==> src/rtl/link_pkg.sv <==
// Shared definitions for the 3x3 byte-matrix link (transmit and receive sides).
package link_pkg;

  localparam int N_ELEMS = 9;
  localparam int DATA_W  = 8;
  localparam int IDX_W   = (N_ELEMS > 1) ? $clog2(N_ELEMS) : 1;

  typedef logic [DATA_W-1:0] byte_t;

  typedef enum logic [1:0] {
    S_IDLE,
    S_SEND,
    S_GAP
  } state_e;

endpackage

==> src/rtl/matrix_tx.sv <==
// Transmit side of the byte-matrix link: captures a whole matrix on i_start and
// streams it row-major, one element per valid/ready beat, with an optional idle gap.
module matrix_tx
  import link_pkg::state_e, link_pkg::S_IDLE, link_pkg::S_SEND, link_pkg::S_GAP;
#(
  parameter int N_ELEMS = link_pkg::N_ELEMS,
  parameter int DATA_W  = link_pkg::DATA_W,
  parameter int GAP     = 0,
  localparam int IDX_W  = (N_ELEMS > 1) ? $clog2(N_ELEMS) : 1
) (
  input  logic                      i_clk,
  input  logic                      i_rst,
  input  logic                      i_start,
  input  logic [N_ELEMS*DATA_W-1:0] i_mat,
  output logic [DATA_W-1:0]         o_data,
  output logic                      o_valid,
  input  logic                      i_ready,
  output logic                      o_busy,
  output logic                      o_done,
  output logic [IDX_W-1:0]          o_idx
);

  localparam int CNT_W = (GAP > 0) ? $clog2(GAP + 1) : 1;
  localparam logic [IDX_W-1:0] LAST_IDX = IDX_W'(N_ELEMS - 1);
  localparam logic [CNT_W-1:0] GAP_LOAD = CNT_W'(GAP);

  typedef logic [DATA_W-1:0] elem_t;

  state_e           state_q, state_d;
  elem_t            shadow_q [N_ELEMS];
  elem_t            shadow_d [N_ELEMS];
  logic [IDX_W-1:0] idx_q, idx_d, idx_inc;
  logic [CNT_W-1:0] cnt_q, cnt_d;
  elem_t            data_q, data_d;
  logic             valid_q, valid_d;
  logic             busy_q, busy_d;
  logic             done_q, done_d;
  logic             handshake, last_elem;

  assign handshake = valid_q & i_ready;
  assign last_elem = (idx_q == LAST_IDX);
  assign idx_inc   = idx_q + IDX_W'(1);

  // NOTE: sequential state is updated only with non-blocking assignments so every
  // flop samples pre-edge values regardless of process ordering.
  always_ff @(posedge i_clk) begin
    if (i_rst) state_q <= S_IDLE;
    else       state_q <= state_d;
  end

  // NOTE: every variable written in a combinational block gets a default first,
  // otherwise an uncovered path infers a latch.
  always_comb begin
    state_d = state_q;
    unique case (state_q)
      S_IDLE: if (i_start) state_d = S_SEND;
      S_SEND: begin
        if (handshake) begin
          if (last_elem)    state_d = S_IDLE;
          else if (GAP > 0) state_d = S_GAP;
        end
      end
      S_GAP:   if (cnt_q == CNT_W'(1)) state_d = S_SEND;
      default: state_d = S_IDLE;
    endcase
  end

  always_comb begin
    shadow_d = shadow_q;
    idx_d    = idx_q;
    cnt_d    = cnt_q;
    data_d   = data_q;
    valid_d  = valid_q;
    busy_d   = busy_q;
    done_d   = 1'b0;
    unique case (state_q)
      S_IDLE: begin
        if (i_start) begin
          for (int k = 0; k < N_ELEMS; k++) shadow_d[k] = i_mat[DATA_W*k +: DATA_W];
          idx_d   = '0;
          data_d  = i_mat[DATA_W-1:0];
          valid_d = 1'b1;
          busy_d  = 1'b1;
        end
      end
      S_SEND: begin
        if (handshake) begin
          if (last_elem) begin
            valid_d = 1'b0;
            busy_d  = 1'b0;
            done_d  = 1'b1;
          end else if (GAP == 0) begin
            idx_d  = idx_inc;
            data_d = shadow_q[idx_inc];
          end else begin
            valid_d = 1'b0;
            cnt_d   = GAP_LOAD;
          end
        end
      end
      S_GAP: begin
        cnt_d = cnt_q - CNT_W'(1);
        // The gap ends on the edge where the counter reads 1, giving exactly GAP idle cycles.
        if (cnt_q == CNT_W'(1)) begin
          idx_d   = idx_inc;
          data_d  = shadow_q[idx_inc];
          valid_d = 1'b1;
        end
      end
      default: ;
    endcase
  end

  // NOTE: the shadow copy is a handful of flops, not a RAM, so it is reset
  // along with the rest of the datapath to keep o_data deterministic.
  always_ff @(posedge i_clk) begin
    if (i_rst) begin
      for (int k = 0; k < N_ELEMS; k++) shadow_q[k] <= '0;
      idx_q   <= '0;
      cnt_q   <= '0;
      data_q  <= '0;
      valid_q <= 1'b0;
      busy_q  <= 1'b0;
      done_q  <= 1'b0;
    end else begin
      shadow_q <= shadow_d;
      idx_q    <= idx_d;
      cnt_q    <= cnt_d;
      data_q   <= data_d;
      valid_q  <= valid_d;
      busy_q   <= busy_d;
      done_q   <= done_d;
    end
  end

  assign o_data  = data_q;
  assign o_valid = valid_q;
  assign o_busy  = busy_q;
  assign o_done  = done_q;
  assign o_idx   = idx_q;

endmodule

==> config.mk <==
export PLATFORM = sky130hd
export DESIGN_NAME = matrix_tx
export DESIGN_NICKNAME = d
export VERILOG_FILES = /design/src/rtl/link_pkg.sv /design/src/rtl/matrix_tx.sv
export SDC_FILE = /design/constraint.sdc
export NUM_CORES = 1
export LEC_CHECK = 0
export ABC_AREA = 1
export CORE_MARGIN = 2
export CORE_UTILIZATION = 45
export CTS_CLUSTER_DIAMETER = 120
export CTS_CLUSTER_SIZE = 16
export DETAILED_ROUTE_END_ITERATION = 16
export PLACE_DENSITY = 0.84
export SLEW_MARGIN = 40
export SYNTH_ARGS = -nofsm -noshare
export SYNTH_HDL_FRONTEND = slang
export SYNTH_SLANG_ARGS = --single-unit
export TNS_END_PERCENT = 20
==> constraint.sdc <==
create_clock -name i_clk -period 1.75 [get_ports i_clk]
set_input_delay 0.175 -clock i_clk [delete_from_list [all_inputs] [get_ports i_clk]]
set_output_delay 0.175 -clock i_clk [all_outputs]
set_load 0.1 [all_outputs]
# Yosys cells after proc, flatten, opt, wreduce, memory -nomap -nowiden
# Index checks and enable logic that the tools add are counted.
[totals] in_bits=76 output_inout_bits=15 elab_cells=65 reg_bits=90
[classes] eq_ne=8 mux=25 n_addsub=2 n_lt_le_gt_ge=1 n_reduce_logical=9 bitwise_logic=4
[ops] op="2-to-1 mux 8 bit" n=6
[ops] op="binary-select mux 8 bit (select 4 bit)" n=1
[ops] op="one-hot mux 8 bit (3 select lines)" n=1
[ops] op="2-to-1 mux 4 bit" n=4
[ops] op="one-hot mux 4 bit (3 select lines)" n=1
[ops] op="!= test 2 bit, second input constant" n=5
[ops] op="AND reduction 5 bit" n=2
[ops] op="2-to-1 mux 2 bit" n=4
[ops] op="AND reduction 4 bit" n=2
[ops] op="one-hot mux 2 bit (3 select lines)" n=1
[ops] op="greater-or-equal comparator 5 bit, second input constant" n=1
[ops] op="2-to-1 mux 1 bit" n=5
[ops] op="inverter 4 -> 5 bit" n=1
[ops] op="adder 4 x 1 -> 4 bit, second input constant" n=1
[ops] op="== test 4 bit, second input constant" n=1
[ops] op="one-hot mux 1 bit (3 select lines)" n=1
[ops] op="nonzero test 3 bit" n=1
[ops] op="OR reduction 3 bit" n=1
[ops] op="== test 2 x 1 -> 1 bit, second input constant" n=1
[ops] op="== test 2 bit, second input constant" n=1
[ops] op="zero test 2 bit" n=1
[ops] op="inverter 1 bit" n=2
[ops] op="one-hot mux 1 bit (2 select lines)" n=1
[ops] op="AND reduction 2 bit" n=1
[ops] op="other kinds (3)" n=3

# Logic depth before layout (Yosys ltp)
# Gate-level depths: netlist (run 1).
[depth] depth_word=8 depth_mapped=12 mapped_depth_nobuf=9

# Worst setup path after synthesis (run 1)
# Ideal clock, no wire load.
[synth_timing] path_kind="register -> register" from="register idx_q[0], in the netlist o_idx[0]" to="register data_q[4], in the netlist o_data[4]" stages_incl_launch_ff=13 path_buffers=3 slack_ps=-913 setup_time_ps=69 required_ps=1681 arrival_ps=2595 synth_period_minus_slack_ps=2663 path_cell_list="dfxtp_1 > inv_2 > buf_2 > ha_1 > buf_2 > inv_1 > buf_2 > nand3_1 > nand3_2 > nand3_1 > nand2_1 > nand2_1 > a21oi_2"
[synth_via] elab_chain_cells=8 elab_cells_between_ends=12 classes_between="add/sub (1); eq/ne (2); mux (7); bitwise (1); reduce/logical (1)"
[synth_rtl] element="from (decl)" line="matrix_tx.sv:32" text="logic [IDX_W-1:0] idx_q, idx_d, idx_inc;"
[synth_rtl] element="from (signal assigned)" line="matrix_tx.sv:127" text="idx_q <= idx_d;"
[synth_rtl] element="adder 4 x 1 -> 4 bit" line="matrix_tx.sv:42" text="assign idx_inc = idx_q + IDX_W'(1);"
[synth_rtl] element="inverter 4 -> 5 bit (not written as such)" line="matrix_tx.sv:94, matrix_tx.sv:106"
[synth_rtl] element="binary-select mux 8 bit (select 4 bit)" line="matrix_tx.sv:94, matrix_tx.sv:106"
[synth_rtl] element="2-to-1 mux 8 bit (not written as such) (2 in a row)" line="matrix_tx.sv:94, matrix_tx.sv:106"
[synth_rtl] element="2-to-1 mux 8 bit" line="matrix_tx.sv:88" text="if (last_elem) begin"
[synth_rtl] element="2-to-1 mux 8 bit" line="matrix_tx.sv:87" text="if (handshake) begin"
[synth_rtl] element="one-hot mux 8 bit (3 select lines)" line="matrix_tx.sv:76" text="unique case (state_q)"
[synth_rtl] element="to (signal assigned)" line="matrix_tx.sv:129" text="data_q <= data_d;"
[synth_rtl] element="to (decl)" line="matrix_tx.sv:34" text="elem_t data_q, data_d;"
# Parallel ways exist; a longest one is shown, timed or not. The select of a mux whose other input is x is not followed.
# A chain may end at the register's enable or synchronous reset.

# Final worst setup path (run 1)
[layout_timing] from="register idx_q[1], in the netlist o_idx[1]" to="register data_q[1], in the netlist o_data[1]"
# Same word-level chain as after synthesis.

==> impl_metrics.yaml, run 1 <==
placement:
  dpl_worst_slack_ps: 138
  numPortBuffers: 90
  place.gp.congestion: 0.920
  hpwl_um: 7760
timing:
  setup_viol_count_final: 0
  hold_viol: 0
  fin_hold_ws_ps: 425
  fin_crit_sh_pct: 92.6
  setup_ws_ps: 130
  finalSetupTns_ps: 0
  skew_ps: 10.3
  drv_slew: 0
  max_freq_mhz: 617
  min_period_ps: 1620
  slew_headroom_pct: 69.5
  max_slew.worst_pin.slew_ps: 456
  rsz0062_at_grt: "false"
cts:
  cts-htree-levels: 3
  clock_path_buffers: 2
  clk_latency_ps: 360
  cts.sinks: 86
  path_clk_slew_ps: 90
  postCtsHoldBufs: 0
  cts_resized: 0
  cts_made_buffers: 9
  cts-root-buf: "clkbuf_8"
  postCtsSetupBuffers: 0
  cts_tree: "done"
finish:
  final_cell_mix: "nand2_1, o21ai_0, dfxtp_1, clkdlybuf4s50_1, inv_1"
  nNetsFinal: 733
  fillers: 814
  diodes: 0
  layout_commonest_cell: "nand2_1"
  multi_input_area_sq_um: 1900
  drive_above_1_share_pct: 12.9
  regArea_sq_um: 1730
  area_growth_pct: 29.9
  fin_util_pct: 60.5
worst_setup_path:
  crit_path_end_kind: "flop"
  endpoint: "o_data[1]$_SDFFE_PP0P_"
  worstPathRequired_ps: 2010
  critPathMaxFanout: 27
  critical_path.cell_chain: "inv_1 > ha_4 > inv_4 > nand3_1 > nand3_2 > nand3_1 > nand2_1 > nand2_1 > a21oi_2"
  start_kind: "flop"
  crit_arrival_ps: 1880
  r2r_slack_ps: 130
  max_stage_delay_ps: 460
  r2r-start: "o_idx[1]$_SDFFE_PP0P_"
  timing.critical_path.from: "o_idx[1]$_SDFFE_PP0P_"
  cpMaxStageDelayCell: "ha_4"
  crit-reg2reg-capture: "o_data[1]$_SDFFE_PP0P_"
  worstRegToRegCells: 9
  worstSetupPathType: "flop to flop"
synth:
  ys_dominant_reg_cell: "dfxtp_1"
  yosysSeqAreaShare_pct: 42.4
  ys_async_sr_fraction_pct: 0
  syn_nets: 658
  synth_top_area_cell: "dfxtp_1"
  ys_types: 27
  synthCells: 580
  syn_area_per_cell_sq_um: 7.01
  ys_ff_latch: 86
  synth.area.top_cells: "dfxtp_1, o21ai_0, nand2_1, a21oi_1, inv_1"
  synth_top_area_share_pct: 42.4
  ys.warnings.count: 0
  synth_edf_count: 0
  syn-cell-area_sq_um: 4060
global_routing:
  grt_usage_pct: 21.5
  overflow: 0
  antenna_found_initial: 0
  grt_max_degree: 83
  grt_pass1_vias: 3863
  grt_pass1_wl_um: 17100
power:
  p_switching_uw: 1390
  pwr-share-seq_pct: 46.7
  p_int_uw: 3260
  combPwrFrac_pct: 22.9
  p_sw_share_pct: 29.8
  clkPwrFrac_pct: 30.4
  power.density_nw_per_um2: 880
  p_total_uw: 4650
  p_leak_uw: 0.00219
  vdd_ir_drop_max_mv: 0.470
die:
  pin_count: 91
  dieWidth_um: 99.0
  die_h_um: 99.0
  coreArea_sq_um: 8720
  rows: 34
  start_util_pct: 46.6
  dieArea_sq_um: 9810
drt:
  first_iter_violations: 200
  vias: 3911
  drc: 0
  drt-wirelength-per-cell_um: 13.7
  ant_nets: 0
  firstDrtPassIters: 4
  via_per_inst: 5.09
  routed_wl_um: 10500
hold_path:
  hp-class: "input port to flop"
run_status:
  status: "finished, final reports clean"
flow_run:
  maxCapViolCount: 0
==> worst min path at each step <==
stage | startpoint | endpoint | slack [ps] | cells after the start
6_report | i_ready | o_done$_SDFF_PP0_ | 430 | 3
3_3_place_gp | shadow_q[25]$_SDFFE_PP0P_ | shadow_q[25]$_SDFFE_PP0P_ | 430 | 2
5_1_grt | i_ready | o_done$_SDFF_PP0_ | 450 | 3
4_1_cts | i_ready | o_done$_SDFF_PP0_ | 420 | 3
2_1_floorplan | i_rst | o_idx[1]$_SDFFE_PP0P_ | 230 | 1
3_5_place_dp | shadow_q[18]$_SDFFE_PP0P_ | shadow_q[18]$_SDFFE_PP0P_ | 450 | 2
==> metrics by stage <==
step	cell area, sq um	std cells
after floorplan	4130	580
after global placement	5080	752
after detailed placement	5080	752
after CTS	5280	768
after global routing	5280	768
final	5280	768
==> sequential cells by signal, indices dropped and copies added (netlist names) <==
name,cells
o_valid,1
shadow_q,72
o_data,8
o_idx,4
o_done,1
==> power groups by stage <==
stage	registers, uW	logic [uW]	clock network [uW]
after floorplan	2370	542	0
after global placement	2210	1040	0
after detailed placement	2220	1060	0
after CTS	2170	1070	1430
after global routing	2190	1170	1510
final	2170	1060	1410
==> critical path: cells and delay by family (launching register included) <==
family	cells	cell delay [ps]
AND/OR/NAND/NOR	5	420
AO/OA/AOI/OAI	1	40
flip-flops	1	380
adder cells (fa/ha/maj)	1	460
buffers and inverters	2	210
==> cells by family after synthesis <==
family | share of synthesized area, %
simple gates | 24.1
compound gates | 20.3
buf+inv | 11.5
flops | 42.4
xor+xnor | 1.08
fa+ha+maj | 0.616
==> per-layer routing <==
| metal | GRT usage (%) | vias to the layer above | wire length (um) |
|---|---|---|---|
| li1 | - | 2013 | - |
| met1 | 25.9 | 1736 | 4380 |
| met2 | 36.7 | 133 | 5030 |
| met3 | 3.97 | 29 | 731 |
| met4 | 10.5 | 0 | 378 |
| met5 | 0 | - | 0 |
==> synth_stat cells, types with 2 or more instances <==
cell type	instances
or2_2	8
nand3_1	46
nor2_1	57
a21oi_2	8
buf_2	18
a21oi_1	60
inv_2	4
buf_4	4
dfxtp_1	86
nand2_1	101
clkbuf_1	13
inv_1	62
ha_1	2
o21ai_0	84
nand2_2	4
o21ai_1	4
buf_6	4
nand3_2	6
==> area by class of cell <==
cell class	instances	area share, %
clock buffers	13	3.01
well taps	108	2.56
multi-input cells	387	35.9
inverters	67	4.86
repair buffers	104	20.0
clock inverters	3	0.806
flip-flops and latches	86	32.8
Note: power is estimated with default switching activity, not from simulation.
==> inputs of run 2 (changes only) <==
MAX_ROUTING_LAYER = met4   (was not set)
==> run 2 against run 1 <==
Effect of this change: global-route usage grew 1.2 points; clock skew shrank 2.4 ps; sequential share of layout area grew 0.070 points; utilization shrank 0.13 points; worst setup slack gained 8.6 ps; critical endpoint unchanged; largest cell class unchanged; largest power group unchanged.
==> impl_metrics.yaml, run 2 (synthesis gave the netlist of run 1 again) <==
drt:
  drc: 0
  via_per_inst: 5.15
  drt-wirelength-per-cell_um: 13.5
  ant_nets: 0
  vias: 3954
  firstDrtPassIters: 5
  first_iter_violations: 200
  routed_wl_um: 10400
finish:
  area_growth_pct: 29.6
  registers.top_by_ff_count: "shadow_q"
  final_cell_mix: "nand2_1, o21ai_0, dfxtp_1, clkdlybuf4s50_1, inv_1"
  drive_above_1_share_pct: 13.2
  layout_commonest_cell: "nand2_1"
  largest_register_ffs: 72
  nNetsFinal: 733
  design_area_sq_um: 5270
  diodes: 0
  final_cells: 768
placement:
  hpwl_um: 7700
  placed_area_sq_um: 5090
  post-place-cells: 752
  place.gp.congestion: 0.937
  dpl_worst_slack_ps: 147
  numPortBuffers: 90
power:
  p_switching_uw: 1420
  vdd_ir_drop_max_mv: 0.372
  clkPwrFrac_pct: 28.0
  p_sw_share_pct: 31.5
  power.density_nw_per_um2: 854
  p_int_uw: 3080
  pwr-share-seq_pct: 48.2
  p_total_uw: 4500
  combPwrFrac_pct: 23.8
  p_leak_uw: 0.00220
die:
  dieWidth_um: 99.0
  die_h_um: 99.0
  rows: 34
  pin_count: 91
  start_util_pct: 46.6
  coreArea_sq_um: 8720
  dieArea_sq_um: 9810
cts:
  cts_made_buffers: 9
  cts_tree: "done"
  postCtsSetupBuffers: 0
  cts-root-buf: "clkbuf_8"
  cts-htree-levels: 3
  cts.sinks: 86
  cts_resized: 0
  clk_latency_ps: 360
  postCtsHoldBufs: 0
  clock_path_buffers: 2
  path_clk_slew_ps: 90
global_routing:
  grt_usage_pct: 22.7
  overflow: 0
  busiest_layer: "met2"
  use_met3_pct: 3.83
  grt_pass1_vias: 3842
  grt_pass1_wl_um: 17600
  antenna_found_initial: 0
  grt_use_met1_pct: 27.5
  grt_max_degree: 83
  grtUsageMet2_pct: 37.6
timing:
  fin_hold_ws_ps: 407
  slew_headroom_pct: 70.4
  setup_viol_count_final: 0
  rsz0062_at_grt: "false"
  min_period_ps: 1610
  skew_ps: 7.91
  hold_viol: 0
  max_slew.worst_pin.slew_ps: 443
  drv_slew: 0
  max_freq_mhz: 621
  setup_ws_ps: 139
  fin_crit_sh_pct: 92.1
worst_setup_path:
  start_kind: "flop"
  crit_path_end_kind: "flop"
  worstPathRequired_ps: 2000
  crit_arrival_ps: 1860
  worstSetupPathType: "flop to flop"
  critPathMaxFanout: 27
flow_run:
  maxCapViolCount: 0
hold_path:
  hp-class: "input port to flop"
run_status:
  status: "finished, final reports clean"
==> run 2: cell count changes in the layout (fill, tap and decap cells not counted), sizes merged <==
| cell | before | now |
|---|---|---|
| clkinv | 2 | 7 |
| clkbuf | 13 | 10 |
| bufinv | 1 | 0 |
| clkinvlp | 1 | 0 |
==> run 2: power groups by stage <==
stage          combinational [uW]  sequential (uW)  clock (uW)
4_1_cts                      1070             2170        1270
3_5_place_dp                 1070             2210           0
2_1_floorplan                 542             2370           0
6_report                     1070             2170        1260
5_1_grt                      1180             2180        1360
3_3_place_gp                 1050             2210           0
==> run 2: final timing paths <==
check	start	end	slack [ps]	cells after the start
hold reg to reg	shadow_q[22]$_SDFFE_PP0P_	shadow_q[22]$_SDFFE_PP0P_	460	2
setup reg to reg	o_idx[1]$_SDFFE_PP0P_	o_data[1]$_SDFFE_PP0P_	140	9
setup / recovery	o_idx[1]$_SDFFE_PP0P_	o_data[1]$_SDFFE_PP0P_	140	9
hold / removal	i_ready	o_done$_SDFF_PP0_	410	3
==> run 2: per-stage QoR <==
stage               util (%)  TNS, ps
global route            60.4        0
floorplan                  -     -305
finish                  60.4        0
CTS                     60.4        0
global placement        58.4        0
detailed placement      58.4        0
==> run 2: layer usage <==
layer,vias up,wire [um],part of all wire [%]
met5,-,0,0
met4,0,350,3.4
met3,30,598,5.8
met2,131,5010,48
met1,1785,4430,43
li1,2008,-,-
==> run 2: final cells by class <==
class | instances | area [sq um]
inverter | 67 | 259
clock buffer | 10 | 138
clock inverter | 6 | 37.5
sequential | 86 | 1730
timing repair buffer | 104 | 1070
fill | 806 | 3450
multi-input combinational | 387 | 1900
tap | 108 | 135
==> run 2: critical path, stage by stage (launching register included) <==
cell and delay, ps:
dfxtp_4 380, inv_1 60, ha_4 460, nor2_1 90
nand2_1 70, nor2_1 40, nor2_1 180, nand2_1 90
nand2_1 80, a21oi_2 50
